`src/rtl/settle_timer.sv`:
```
// Load/count-down timer with a zero flag, used to time the settle window.
// Latency: load and decrement take effect on the next rising edge.
// Backpressure: none; decrement stops at zero.
module settle_timer #(
    parameter int W = 4
) (
    input  logic         clk,
    input  logic         rst_n,
    input  logic         load_i,
    input  logic [W-1:0] load_val_i,
    input  logic         dec_i,
    output logic         zero_o
);
    logic [W-1:0] cnt_q;
    logic [W-1:0] cnt_d;

    // Load has priority over decrement; never underflows.
    always_comb begin
        cnt_d = cnt_q;
        if (load_i) begin
            cnt_d = load_val_i;
        end else if (dec_i && (cnt_q != '0)) begin
            cnt_d = cnt_q - W'(1);
        end
    end

    // Counter register.
    always_ff @(posedge clk or negedge rst_n) begin
        if (!rst_n) begin
            cnt_q <= '0;
        end else begin
            cnt_q <= cnt_d;
        end
    end

    assign zero_o = (cnt_q == '0);
endmodule

```
`config.mk`:
```
export PLATFORM = sky130hd
export DESIGN_NAME = settle_timer
export DESIGN_NICKNAME = d
export VERILOG_FILES = /design/src/rtl/settle_timer.sv
export SDC_FILE = /design/constraint.sdc
export NUM_CORES = 1
export LEC_CHECK = 0
export ABC_AREA = 1
export CAP_MARGIN = 20
export CORE_AREA = 2 2 39 41
export DETAILED_ROUTE_END_ITERATION = 8
export DIE_AREA = 0 0 41 43
export GPL_ROUTABILITY_DRIVEN = 0
export SETUP_SLACK_MARGIN = 0.02
export SLEW_MARGIN = 20
export SYNTH_ARGS = -nofsm -noshare
export SYNTH_HDL_FRONTEND = slang
export SYNTH_SLANG_ARGS = --single-unit
```
`constraint.sdc`:
```
create_clock -name clk -period 2.7 [get_ports clk]
set_input_delay 0.405 -clock clk [delete_from_list [all_inputs] [get_ports clk]]
set_output_delay 0.405 -clock clk [all_outputs]
set_load 0.02 [all_outputs]
```
==> metrics.md <==
| Metric | Value |
|---|---|
| Status | complete, no violations |
| DP HPWL | around 460 um |
| Worst VDD drop | 0.000216 V |
| Die X | about 40 um |
| I/O pin total | 9 |
| First-pass GRT wire length | 890 um |
| Clock buffer depth | 2 |
| Syn. warnings | 0 |
| Yosys top cell area share | 0.339 |
| Main area contributors after synthesis | dfrtp_1 (34%), nand2_1 (27%), inv_1 (6.4%), nand3_1 (5.1%), nand3b_1 (5.1%) |
| CTS buffer count | 3 |
| Crit path capture type | output pin |
| Initial antenna violation count | 0 |
| Antenna Cells | 0 |
| Power Density | slightly below 600 nW/um^2 |
| Hold crit path type | input pin to asynchronous set/reset pin |
| CTS clk-pin slew, worst paths | ~0.040 ns |
| Syn Inst Count | 46 |
| Max_slew headroom | 0.802 |
| Seq cells post-synth | 4 |
| Max-Cap Viols | 0 |
| WS Path Type | flip-flop to output pin |
| Final WL | 540 um |
| RSZ-0062 raised after global routing | false |
| DRT iter0 DRCs | 1 |
| Endpoints failing setup | 0 |
| Worst skew pair latency | between 0.2 and 0.25 ns |
| Via count | about 290 |
| Required time worst endpoint | roughly 2.3 ns |
| Area growth, synth to finish | 41.5% |
| Footprint of the multi-input gates | 169 um^2 |
| Crit-path max FO | 3 |
| Rows | 14 |
| CTS tree | yes |
| Fin nets | between 60 and 70 |
| Die Height | about 43 um |
| Reg with most FFs | cnt_q |
| PortBufs | 8 |
| Number of global-route vias before repair | ~250 |
| Post-CTS Resized | 0 |
| Actual slew at the worst max-slew pin | ~0.30 ns |
| CP Launch Type | flip-flop |
| Setup_tns | 0 ns |
| Post-CTS setup buffer count | 0 |
| Via density | between 3 and 4 |
| CP arrival | approximately 1.6 ns |
| Biggest area consumer among synthesized cells | dfrtp_1 |
| Minimum period implied by the final worst setup slack | 2.04 ns |
| CTS sink cnt | 4 |
| Fillcell total | 158 |
| Root Buffer | clkbuf_4 |
| Sequential fraction of the synthesis area | 0.339 |
| Synth Cell Area | 295 um^2 |
| Gr ovfl total | 0 |
| GRT Overall Usage | 0.0747 |
| Initial core utilization | 0.213 |
| Biggest regs | cnt_q x4 |
| Max Freq | approximately 490 MHz |
| Routed Antenna Nets | 0 |
| Max FFs per register | 4 |
| Layout Cells excl Fill | between 70 and 80 |
| Hold-fix buffers at CTS | 0 |
| Clk_skew | about 0.00036 ns |
| Final hold vios | 0 |
| Register area | 100 um^2 |
| Unique masters post-synth | 13 |
| Total Die Area | roughly 1800 um^2 |
| Fraction of layout cells with a size suffix above 1 | 0.140 |
| H-tree depth | 1 |
| Drt drc | 0 |
| Fin crit share | 0.755 |
| LEAKAGE | between 0.0002 and 0.00025 uW |
| Largest net degree at the start of global routing | 9 |
| Mapped Nets | 55 |
| Core area | 1380 um^2 |
| Placed Cells | 70 |
| Fin. max-slew vios | 0 |
| DR pass1 iterations | 4 |
| DR WL/cell | 7.40 um |
| Avg Inst Size Synth | 6.42 um^2 |
==> cell usage after synthesis <==
| master | count |
|---|---|
| nand2_1 | 21 |
| nand3_1 | 3 |
| nand2_2 | 2 |
| nand3b_1 | 2 |
| ha_1 | 1 |
| nor2_2 | 1 |
| clkinv_1 | 1 |
| o21ai_0 | 2 |
| inv_2 | 1 |
| inv_1 | 5 |
| dfrtp_1 | 4 |
| nand2_4 | 1 |
| nor2_1 | 2 |
==> metrics by stage <==
stage,cell area (um^2),hold slack (ns),utilization,total power (uW),setup slack (ns)
floorplan,295,0.109,-,143,1.43
global placement,395,0.517,0.286,173,0.914
detailed placement,395,0.523,0.286,173,0.889
CTS,418,0.369,0.302,250,0.635
global route,418,0.386,0.302,264,0.522
finish,418,0.374,0.302,242,0.662
==> layer usage <==
metal,routed length [um],vias up,GRT usage
li1,-,162,-
met2,280,4,0.113
met3,20,0,0.0157
met5,0,-,0
met1,239,120,0.0850
met4,0,0,0.0600
==> cell families (layout without fill, tap and decap cells) <==
logic type,after synthesis,in the layout,synth area share
adders and majority gates,1,1,0.0424
and+or+nand+nor,32,32,0.496
AOI/OAI and AO/OA,2,2,0.0339
DFF,4,4,0.339
buffers and inverters,7,18,0.0890
==> cells in the final DEF (no fill, tap or decap) <==
cell / instances
clkbuf_4: 3
clkdlybuf4s50_1: 8
nor2_2: 1
ha_1: 1
clkinv_1: 1
nand2_4: 1
nor2_1: 2
nand3_1: 3
dfrtp_1: 4
inv_2: 1
inv_1: 5
nand2_1: 21
nand3b_1: 2
nand2_2: 2
o21ai_0: 2
==> where the power goes <==
group	internal [uW]	switching, uW	total, uW
combinational	40.0	47.2	87.2
sequential	72.5	11.0	83.5
clock	49.5	21.6	71.1
==> final cells by class <==
class                      instances  share of cell area
inverter                           7              0.0629
timing repair buffer               8               0.192
tap                               16              0.0479
multi-input combinational         35               0.404
clock buffer                       3              0.0539
sequential                         4               0.240
==> final timing paths <==
| kind | cells past startpoint | from | slack (ns) | endpoint |
|---|---|---|---|---|
| worst min-delay path | 1 | rst_n | 0.37 | cnt_q[2] |
| worst max register to register | 7 | cnt_q[0] | 1.54 | cnt_q[2] |
| min in group clk | 2 | cnt_q[0] | 0.53 | cnt_q[0] |
| max in group asynchronous | 1 | rst_n | 2.17 | cnt_q[1] |
| worst max-delay path | 5 | cnt_q[0] | 0.66 | zero_o |
| worst min register to register | 2 | cnt_q[0] | 0.53 | cnt_q[0] |
==> worst max-delay path, stage by stage (launching register included) <==
cell,delay (ns)
dfrtp_1,0.38
inv_1,0.09
ha_1,0.20
nand2_2,0.09
inv_1,0.05
clkdlybuf4s50_1,0.59
Power figures use the tool's default switching activity.
